===== src/rtl/div_pkg.sv =====
// div_pkg: shared types and constants for the seq_divider16 restoring divider.
// Contents: state_t (IDLE, RUN, DONE), DIV_W operand width, CNT_W iteration
// counter width, DIV_ZERO_Q quotient reported for a zero divisor.
package div_pkg;

    localparam int DIV_W = 16;
    localparam int CNT_W = 4;
    localparam logic [DIV_W-1:0] DIV_ZERO_Q = 16'hFFFF;

    typedef enum logic [1:0] {
        IDLE = 2'd0,
        RUN  = 2'd1,
        DONE = 2'd2
    } state_t;

endpackage


===== src/rtl/csa_sub17.sv =====
// csa_sub17: combinational 17-bit carry-select subtractor, diff = a - b (mod 2^17).
// Ports: a, b       17-bit unsigned operands
//        diff       17-bit difference computed as a + ~b + 1
//        no_borrow  carry out of the top slice, 1 when a >= b
// Structure: ripple-carry slice for bits [4:0], then three 4-bit slices that
// precompute both carry-in cases and select on the incoming carry.
module csa_sub17 (
    input  logic [16:0] a,
    input  logic [16:0] b,
    output logic [16:0] diff,
    output logic        no_borrow
);

    logic [16:0] bn;
    logic [4:0]  lo_diff;
    logic        lo_carry;
    logic [11:0] hi_diff;
    logic [3:0]  c;

    assign bn = ~b;

    // Carry-in of 1 turns the inverted subtrahend into its two's complement.
    always_comb begin
        lo_carry = 1'b1;
        lo_diff  = '0;
        for (int i = 0; i < 5; i++) begin
            lo_diff[i] = a[i] ^ bn[i] ^ lo_carry;
            lo_carry   = (a[i] & bn[i]) | (lo_carry & (a[i] ^ bn[i]));
        end
    end

    assign c[0] = lo_carry;

    for (genvar s = 0; s < 3; s++) begin : g_sel
        logic [4:0] s0;
        logic [4:0] s1;
        assign s0 = {1'b0, a[5+4*s +: 4]} + {1'b0, bn[5+4*s +: 4]};
        assign s1 = {1'b0, a[5+4*s +: 4]} + {1'b0, bn[5+4*s +: 4]} + 5'd1;
        assign hi_diff[4*s +: 4] = c[s] ? s1[3:0] : s0[3:0];
        assign c[s+1]            = c[s] ? s1[4] : s0[4];
    end

    assign diff      = {hi_diff, lo_diff};
    assign no_borrow = c[3];

endmodule


===== src/rtl/seq_divider16.sv =====
// seq_divider16: iterative 16-bit unsigned restoring divider, one quotient bit per clock.
// Ports: clk, rst (sync, active-high)
//        in_valid/in_ready, dividend, divisor     request handshake, operands sampled on accept
//        out_valid/out_ready, quotient, remainder result handshake, held until taken
//        div_zero                                 only when DIV_ZERO_FLAG_EN is defined
// Option DIV_ZERO_FLAG_EN: a zero divisor skips the iterations, reports
// quotient=0xFFFF, remainder=dividend and raises div_zero while out_valid.
// Only WIDTH=16 is supported; the subtractor is sliced for 17 bits.
module seq_divider16
    import div_pkg::*;
#(
    parameter int WIDTH = DIV_W
) (
    input  logic             clk,
    input  logic             rst,
    input  logic             in_valid,
    output logic             in_ready,
    input  logic [WIDTH-1:0] dividend,
    input  logic [WIDTH-1:0] divisor,
    output logic             out_valid,
    input  logic             out_ready,
    output logic [WIDTH-1:0] quotient,
    output logic [WIDTH-1:0] remainder
`ifdef DIV_ZERO_FLAG_EN
    ,
    output logic             div_zero
`endif
);

    state_t           state, state_n;
    logic [CNT_W-1:0] cnt;
    logic [DIV_W-1:0] q, r, d;
    logic [DIV_W:0]   t;
    logic             no_borrow;
    logic             take;
    logic             accept;
    logic             zero_div;

    assign accept = in_valid && in_ready;

`ifdef DIV_ZERO_FLAG_EN
    assign zero_div = (divisor == '0);
`else
    assign zero_div = 1'b0;
`endif

    // Trial subtraction of the divisor from the partial remainder shifted by the next dividend bit.
    csa_sub17 u_sub (
        .a         ({r, q[DIV_W-1]}),
        .b         ({1'b0, d}),
        .diff      (t),
        .no_borrow (no_borrow)
    );

    // Because R < D always holds, a clear sign bit and a carry out coincide.
    assign take = no_borrow && !t[DIV_W];

    always_ff @(posedge clk) begin
        if (rst)
            state <= IDLE;
        else
            state <= state_n;
    end

    always_comb begin
        state_n   = state;
        in_ready  = (state == IDLE);
        out_valid = (state == DONE);
        case (state)
            IDLE:    state_n = accept ? (zero_div ? DONE : RUN) : IDLE;
            RUN:     state_n = (cnt == '0) ? DONE : RUN;
            DONE:    state_n = out_ready ? IDLE : DONE;
            default: state_n = IDLE;
        endcase
    end

    always_ff @(posedge clk) begin
        if (rst) begin
            q   <= '0;
            r   <= '0;
            d   <= '0;
            cnt <= '0;
        end else if (accept) begin
            d   <= divisor;
            cnt <= CNT_W'(DIV_W - 1);
            q   <= zero_div ? DIV_ZERO_Q : dividend;
            r   <= zero_div ? dividend : '0;
        end else if (state == RUN) begin
            q   <= {q[DIV_W-2:0], take};
            r   <= take ? t[DIV_W-1:0] : {r[DIV_W-2:0], q[DIV_W-1]};
            cnt <= (cnt == '0) ? cnt : cnt - 1'b1;
        end
    end

`ifdef DIV_ZERO_FLAG_EN
    always_ff @(posedge clk) begin
        if (rst)
            div_zero <= 1'b0;
        else if (accept)
            div_zero <= zero_div;
        else if (out_valid && out_ready)
            div_zero <= 1'b0;
    end
`endif

    assign quotient  = q;
    assign remainder = r;

endmodule

===== config.mk =====
export PLATFORM = sky130hd
export DESIGN_NAME = seq_divider16
export DESIGN_NICKNAME = d
export VERILOG_FILES = /design/src/rtl/div_pkg.sv /design/src/rtl/csa_sub17.sv /design/src/rtl/seq_divider16.sv
export SDC_FILE = /design/constraint.sdc
export NUM_CORES = 1
export LEC_CHECK = 0
export ABC_AREA = 1
export CAP_MARGIN = 20
export CORE_ASPECT_RATIO = 1.2
export CORE_MARGIN = 4
export CORE_UTILIZATION = 50
export CTS_CLUSTER_DIAMETER = 200
export DETAILED_ROUTE_END_ITERATION = 12
export PLACE_DENSITY = 0.75
export SLEW_MARGIN = 5
export SYNTH_ARGS = -nofsm -noshare
export SYNTH_HDL_FRONTEND = slang
export SYNTH_SLANG_ARGS = --single-unit

===== constraint.sdc =====
create_clock -name clk -period 4.65 [get_ports clk]
set_clock_uncertainty 0.05 [all_clocks]
set_input_delay 1.1625 -clock clk [delete_from_list [all_inputs] [get_ports clk]]
set_output_delay 1.1625 -clock clk [all_outputs]
set_load 0.01 [all_outputs]

==> results of run 1 <==
-- layout make-up --
type	instances	share of cell area (%)
repair buffers	75	17.3
clock buffers	6	1.71
flip-flops and latches	54	25.4
inverters	69	6.27
multi-input cells	320	45.9
well taps	85	2.50
clock inverters	2	0.883
-- how the worst max path moves through the flow --
| stage | cells past startpoint | start | to |
|---|---|---|---|
| 2_1_floorplan | 21 | quotient[15] | remainder[10] |
| 6_report | 19 | quotient[15] | remainder[2] |
| 3_5_place_dp | 19 | quotient[15] | remainder[2] |
| 4_1_cts | 19 | quotient[15] | remainder[2] |
| 5_1_grt | 19 | quotient[15] | remainder[2] |
| 3_3_place_gp | 19 | quotient[15] | remainder[0] |
-- registers in the layout (all words and copies together) (netlist names) --
signal and flops:
d 16, cnt 4, remainder 16, state 2, quotient 16
-- critical path, cell delays in order (launching register included) --
cell and delay, ns:
dfxtp_1 0.37, inv_1 0.07, ha_1 0.20, fa_1 0.38, fa_1 0.40, fa_1 0.37
inv_1 0.07, fa_1 0.29, nand2_2 0.12, nor2_4 0.13, nand3_2 0.10, nand2_4 0.09
nand2_4 0.08, nand2_4 0.11, nand3_1 0.13, nand2_4 0.22, nand2_4 0.25, nand2_1 0.13
nand3_1 0.07, a21oi_1 0.16
-- per-layer routing --
| layer | GRT usage, % | up-vias | wire length (um) |
|---|---|---|---|
| met5 | 0 | - | 0 |
| met4 | 6.79 | 0 | 145 |
| met3 | 4.73 | 15 | 389 |
| met2 | 37.1 | 79 | 3980 |
| met1 | 22.8 | 1452 | 3420 |
| li1 | - | 1609 | - |
-- per-stage QoR --
stage	instance area, um^2	total power [W]	util [%]
finish	4250	0.00123	65.2
global route	4250	0.00131	65.2
CTS	4250	0.00124	65.2
detailed placement	4140	0.000921	63.5
global placement	4140	0.000910	63.5
floorplan	3390	0.000802	-
-- power by group through the flow --
stage | registers, W | clock network (W) | logic, W
2_1_floorplan | 0.000537 | 0 | 0.000265
3_3_place_gp | 0.000534 | 0 | 0.000376
3_5_place_dp | 0.000535 | 0 | 0.000386
4_1_cts | 0.000525 | 0.000324 | 0.000389
5_1_grt | 0.000530 | 0.000341 | 0.000437
6_report | 0.000525 | 0.000318 | 0.000386
-- placed cells by master (no fill, tap or decap) --
| cell type | instances |
|---|---|
| nand2_1 | 107 |
| clkdlybuf4s50_1 | 69 |
| inv_1 | 64 |
| dfxtp_1 | 54 |
| nand3_1 | 41 |
| a21oi_1 | 27 |
| nor2_1 | 21 |
| o21ai_0 | 21 |
| nand2_4 | 18 |
| a31oi_1 | 16 |
| ha_1 | 16 |
| nand3_2 | 13 |
| a21oi_2 | 10 |
| fa_1 | 7 |
| buf_4 | 6 |
| nor3_1 | 5 |
| clkbuf_8 | 5 |
| nand2_2 | 4 |
| xor2_1 | 4 |
| xnor2_1 | 4 |
| inv_2 | 3 |
| nand4_1 | 2 |
| nor2_2 | 1 |
| nor2_4 | 1 |
| o21bai_1 | 1 |
| inv_8 | 1 |
| clkinv_1 | 1 |
| a221oi_1 | 1 |
| clkbuf_1 | 1 |
| clkinvlp_4 | 1 |
| bufinv_16 | 1 |
-- cells by family (layout without fill, tap and decap cells) --
family	Yosys count	count (layout)	share of synthesized area (%)
XOR/XNOR	8	8	2.06
AO/OA/AOI/OAI	76	76	13.1
flip-flops	54	54	31.8
AND/OR/NAND/NOR	213	213	32.4
buffers and inverters	86	152	10.6
adder cells (fa/ha/maj)	23	23	10.0
==> results.md, run 1 <==
* RR Endpoint: remainder[2]
* Yosys warns at 0
* First drt pass iteration count at 4
* Seq/Total Area, Yosys at 31.8%
* Synth area leader: dfxtp_1
* Via count at 3155
* Clock Sinks at 54
* Crit path capture type: flip-flop
* Final hold viol count at 0
* Syn_area_per_cell at 7.38 um^2
* Number of flops mapped to enable cells by yosys at 0
* Post-synth top area share at 31.8%
* X dimension of the die at 83.2 um
* Num CTS Buffers at 5
* Least-Margin Pin Slew at 0.972 ns
* CTS tree: done
* Reg power frac at 42.7%
* Main synth FF type: dfxtp_1
* Max Cap Violations at 0
* Reg clk slew, reported paths at 0.10 ns
* Combinational power share at 31.4%
* Setup repair after global routing missed its margin: false
* Initial antenna violation count at 0
* Endpoint, Worst Hold: d[11]
* Worst-skew pair later-pin latency at 0.31 ns
* Total GRT Usage at 20.2%
* Leak at 1.77 nW
* Synth area leaders: dfxtp_1, nand2_1, inv_1
* Post-Syn Nets at 519
* Top fanout value on the critical path at 18
* # diodes at 0
* Clock buffer depth at 2
* WL final at 7.93 mm
* I/O Pins at 70
* Routability Congestion at 0.838
* Detailed Route Iter0 Violations at 96
* Layout filler cell count at 579
* Fin crit share at 83.2%
* CP required at 4.83 ns
* H-tree depth at 2
* Setup bufs post-CTS at 0
* CP Class: reg2reg
* Final HPWL DP at 5.96 mm
* CORE AREA at 6530 um^2
* Hold Path Class: reg2reg
* Largest net degree at the start of global routing at 35
* Max transition margin at 34.9%
* Die ar. at 8180 um^2
* Fin. max-slew vios at 0
* R2r setup slk at 0.78 ns
* Via density at 5.16
* First-pass GRT wire length at 14.0 mm
* Synth top cells by count: nand2_1, inv_1, dfxtp_1, nand3_1, a21oi_1
* Status: finished, final reports clean
* Ratio of cells with drive above 1 in the final layout at 12.2%
* Synth async-reset ratio at 0%
* Final setup viols at 0
* Cells after Synth at 460
* Post-DRT Antenna Nets at 0
* R2R depth at 19
* Layout Nets at 584
* Switching Fraction at 33.3%
* CTS root buffer: clkbuf_8
* Routed wire per std cell at 13.0 um
* Clock power share at 25.9%
* Initial core utilization at 52.0%
* Post-route DRC at 0
* Inst Count DP at 603
* Peak Freq at 259 MHz
* Count leader, synth: nand2_1
* Area occupied by multi-input gates at 1950 um^2
* Buffers on Ports at 69
* Number of global-route vias before repair at 3277
* RR Startpoint: quotient[15]
* Hold Path Depth at 2
* Min Tclk post-route at 3.87 ns
* Peak supply drop at 0.000191 V
* Hold Crit Start: d[11]
* Register area at 1080 um^2
* WHS at 0.414 ns
* Final std cells w/o fill at 611
* TNS Setup at 0 ns
* Post-synthesis register bit count at 54
* Die Y at 98.3 um
* Dpl ws at 0.824 ns
* CP Launch Type: flip-flop
* CP arrival at 4.05 ns
* Yosys cell types at 30
* Final WS setup at 0.782 ns
* Pint at 0.000819 W
* P per Cell Area at 289 nW/um^2
* Core Rows at 32
* Post-cts sizing count at 0
* Post-CTS Hold Fix Bufs at 0
* Area of the mapped netlist at 3390 um^2
* Area Growth Syn to Fin at 25.3%
* P_sw at 0.000410 W
* Global route total overflow at 0
(Power assumes the default switching activity.)
==> run 2: changes to the inputs <==
==> constraint.sdc (replaced) <==
create_clock -name clk -period 3.7 [get_ports clk]
set_clock_uncertainty 0.05 [all_clocks]
set_input_delay 0.925 -clock clk [delete_from_list [all_inputs] [get_ports clk]]
set_output_delay 0.925 -clock clk [all_outputs]
set_load 0.01 [all_outputs]
==> results.md, run 2 (synthesized netlist as in run 1, its figures left out) <==
* Leak at 1.80 nW
* Status: finished, final reports clean
* Min Tclk post-route at 3.54 ns
* Global route total overflow at 0
* Via count at 3171
* Endpoint, Worst Hold: d[11]
* First drt pass iteration count at 4
* CP cell instances: inv_1 -> ha_1 -> fa_2 -> fa_2 -> fa_1 -> inv_1 -> fa_2 -> nand2_2 -> nor2_4 -> nand3_2 -> nand2_4 -> nand2_4 -> nand2_4 -> nand2_4 -> nand2_2 -> nand2_4 -> inv_8 -> nand2_4 -> nand2_4 -> nand3_2 -> a21oi_2
* Worst path most repeated cell: nand2_4
* Initial antenna violation count at 0
* H-tree depth at 2
* Cell with the largest stage delay on the worst path: fa_2
* Total power at 0.00159 W
* RR Startpoint: quotient[15]
* Crit path capture type: flip-flop
* Clock buffer depth at 2
* Fin. max-slew vios at 0
* Pint at 0.00105 W
* R2r setup slk at 0.16 ns
* I/O Pins at 70
* Final HPWL DP at 5.99 mm
* Clock power share at 26.1%
* Layout Nets at 588
* CP arrival at 3.72 ns
* Peak Freq at 283 MHz
* Routability Congestion at 0.887
* Ratio of cells with drive above 1 in the final layout at 14.0%
* Final setup viols at 0
* Largest incremental delay on the critical path at 0.36 ns
* # diodes at 0
* Reg power frac at 41.4%
* Post-DRT Antenna Nets at 0
* Placement Cell Area at 4170 um^2
* Most frequent cells in the layout: nand2_1, clkdlybuf4s50_1, inv_1
* Top fanout value on the critical path at 11
* Max Cap Violations at 0
* Largest net degree at the start of global routing at 35
* Peak supply drop at 0.000297 V
* CTS tree: done
* WL final at 8.12 mm
* X dimension of the die at 83.2 um
* Combinational power share at 32.6%
* Fin crit share at 95.6%
* CP required at 3.88 ns
* CTS root buffer: clkbuf_8
* Buffers on Ports at 69
* Area Growth Syn to Fin at 27.8%
* Max transition margin at 46.9%
* Final Instance Area at 4340 um^2
* CP Launch Type: flip-flop
* P per Cell Area at 367 nW/um^2
* Initial core utilization at 52.0%
* Worst-skew pair later-pin latency at 0.31 ns
* R2R depth at 21
* P_sw at 0.000544 W
* RR Endpoint: remainder[11]
* Hold Crit Start: d[11]
* Number of global-route vias before repair at 3123
* Via density at 5.16
* Reg clk slew, reported paths at 0.11 ns
* Least-Margin Pin Slew at 0.795 ns
* Post-route DRC at 0
* Routed wire per std cell at 13.2 um
* Switching Fraction at 34.1%
* Die Y at 98.3 um
* Hold Path Depth at 2
* Crit path buffers/inverters at 3
* Num CTS Buffers at 5
* Final hold viol count at 0
* CP Class: reg2reg
* Detailed Route Iter0 Violations at 140
* Post-CTS Hold Fix Bufs at 0
* Clock Sinks at 54
* First-pass GRT wire length at 13.8 mm
* CORE AREA at 6530 um^2
* Hold Path Class: reg2reg
* Core Rows at 32
* Die ar. at 8180 um^2
* Commonest non-fill, non-tap cell in the layout: nand2_1
* Total GRT Usage at 19.9%
* Delay-heaviest family, CP: adder cells
[run 2: cell count changes in the layout (fill, tap and decap cells not counted), moves of 2 or more]
cell     before  now
buf_6         0    2
fa_1          7    4
fa_2          0    3
nand2_8       0    2
[run 2: routing by layer]
metal	part of all wire, %	up-vias	GRT usage (%)
li1	-	1613	-
met2	52	74	36.6
met5	0	-	0
met4	0.96	0	3.77
met1	41	1475	23.8
met3	5.7	9	4.56
[run 2: final cells by class]
cell class | instances | area, um^2
Fill cell | 599 | 2190
Tap cell | 85 | 106
Timing Repair Buffer | 78 | 766
Clock inverter | 3 | 47.5
Multi-Input combinational cell | 321 | 2000
Inverter | 69 | 267
Sequential cell | 54 | 1080
Clock buffer | 5 | 68.8
[run 2: worst max-delay path by stage]
stage,to,start,depth (start not counted)
after floorplan,remainder[10],quotient[15],21
after global placement,remainder[0],quotient[15],20
after detailed placement,remainder[4],quotient[15],20
after CTS,remainder[4],quotient[15],19
after global routing,remainder[1],quotient[15],20
final,remainder[11],quotient[15],21
[run 2: worst reg2reg max path, delay by kind of cell (launching register included)]
kind | cells | cell delay, ns
adder cells (fa/ha/maj) | 5 | 1.48
buffers and inverters | 3 | 0.23
AND/OR/NAND/NOR | 12 | 1.22
AO/OA/AOI/OAI | 1 | 0.13
flip-flops | 1 | 0.35
[run 2: what timing repair did]
item                       CTS  global route
setup endpoints to repair    5            17
cloned                       0             1
pin swaps                    0             3
buffers inserted             0             0
resized for setup            1             9
[run 2: power groups by stage]
| stage | clock network (W) | logic (W) | registers (W) |
|---|---|---|---|
| floorplan | 0 | 0.000334 | 0.000674 |
| global placement | 0 | 0.000483 | 0.000671 |
| detailed placement | 0 | 0.000499 | 0.000672 |
| CTS | 0.000426 | 0.000505 | 0.000660 |
| global route | 0.000446 | 0.000582 | 0.000667 |
| finish | 0.000416 | 0.000519 | 0.000659 |
[run 2: metrics by stage]
step | utilization (%) | setup TNS (ns) | std cells | hold slack, ns | setup slack, ns
detailed placement | 63.8 | 0 | 606 | 0.406 | 0.0128
CTS | 65.7 | 0 | 614 | 0.421 | 0.0581
finish | 66.5 | 0 | 615 | 0.415 | 0.164
floorplan | - | 0 | 460 | 0.383 | 0.218
global placement | 63.8 | 0 | 606 | 0.397 | 0.146
global route | 66.5 | -0.0898 | 615 | 0.444 | -0.0287
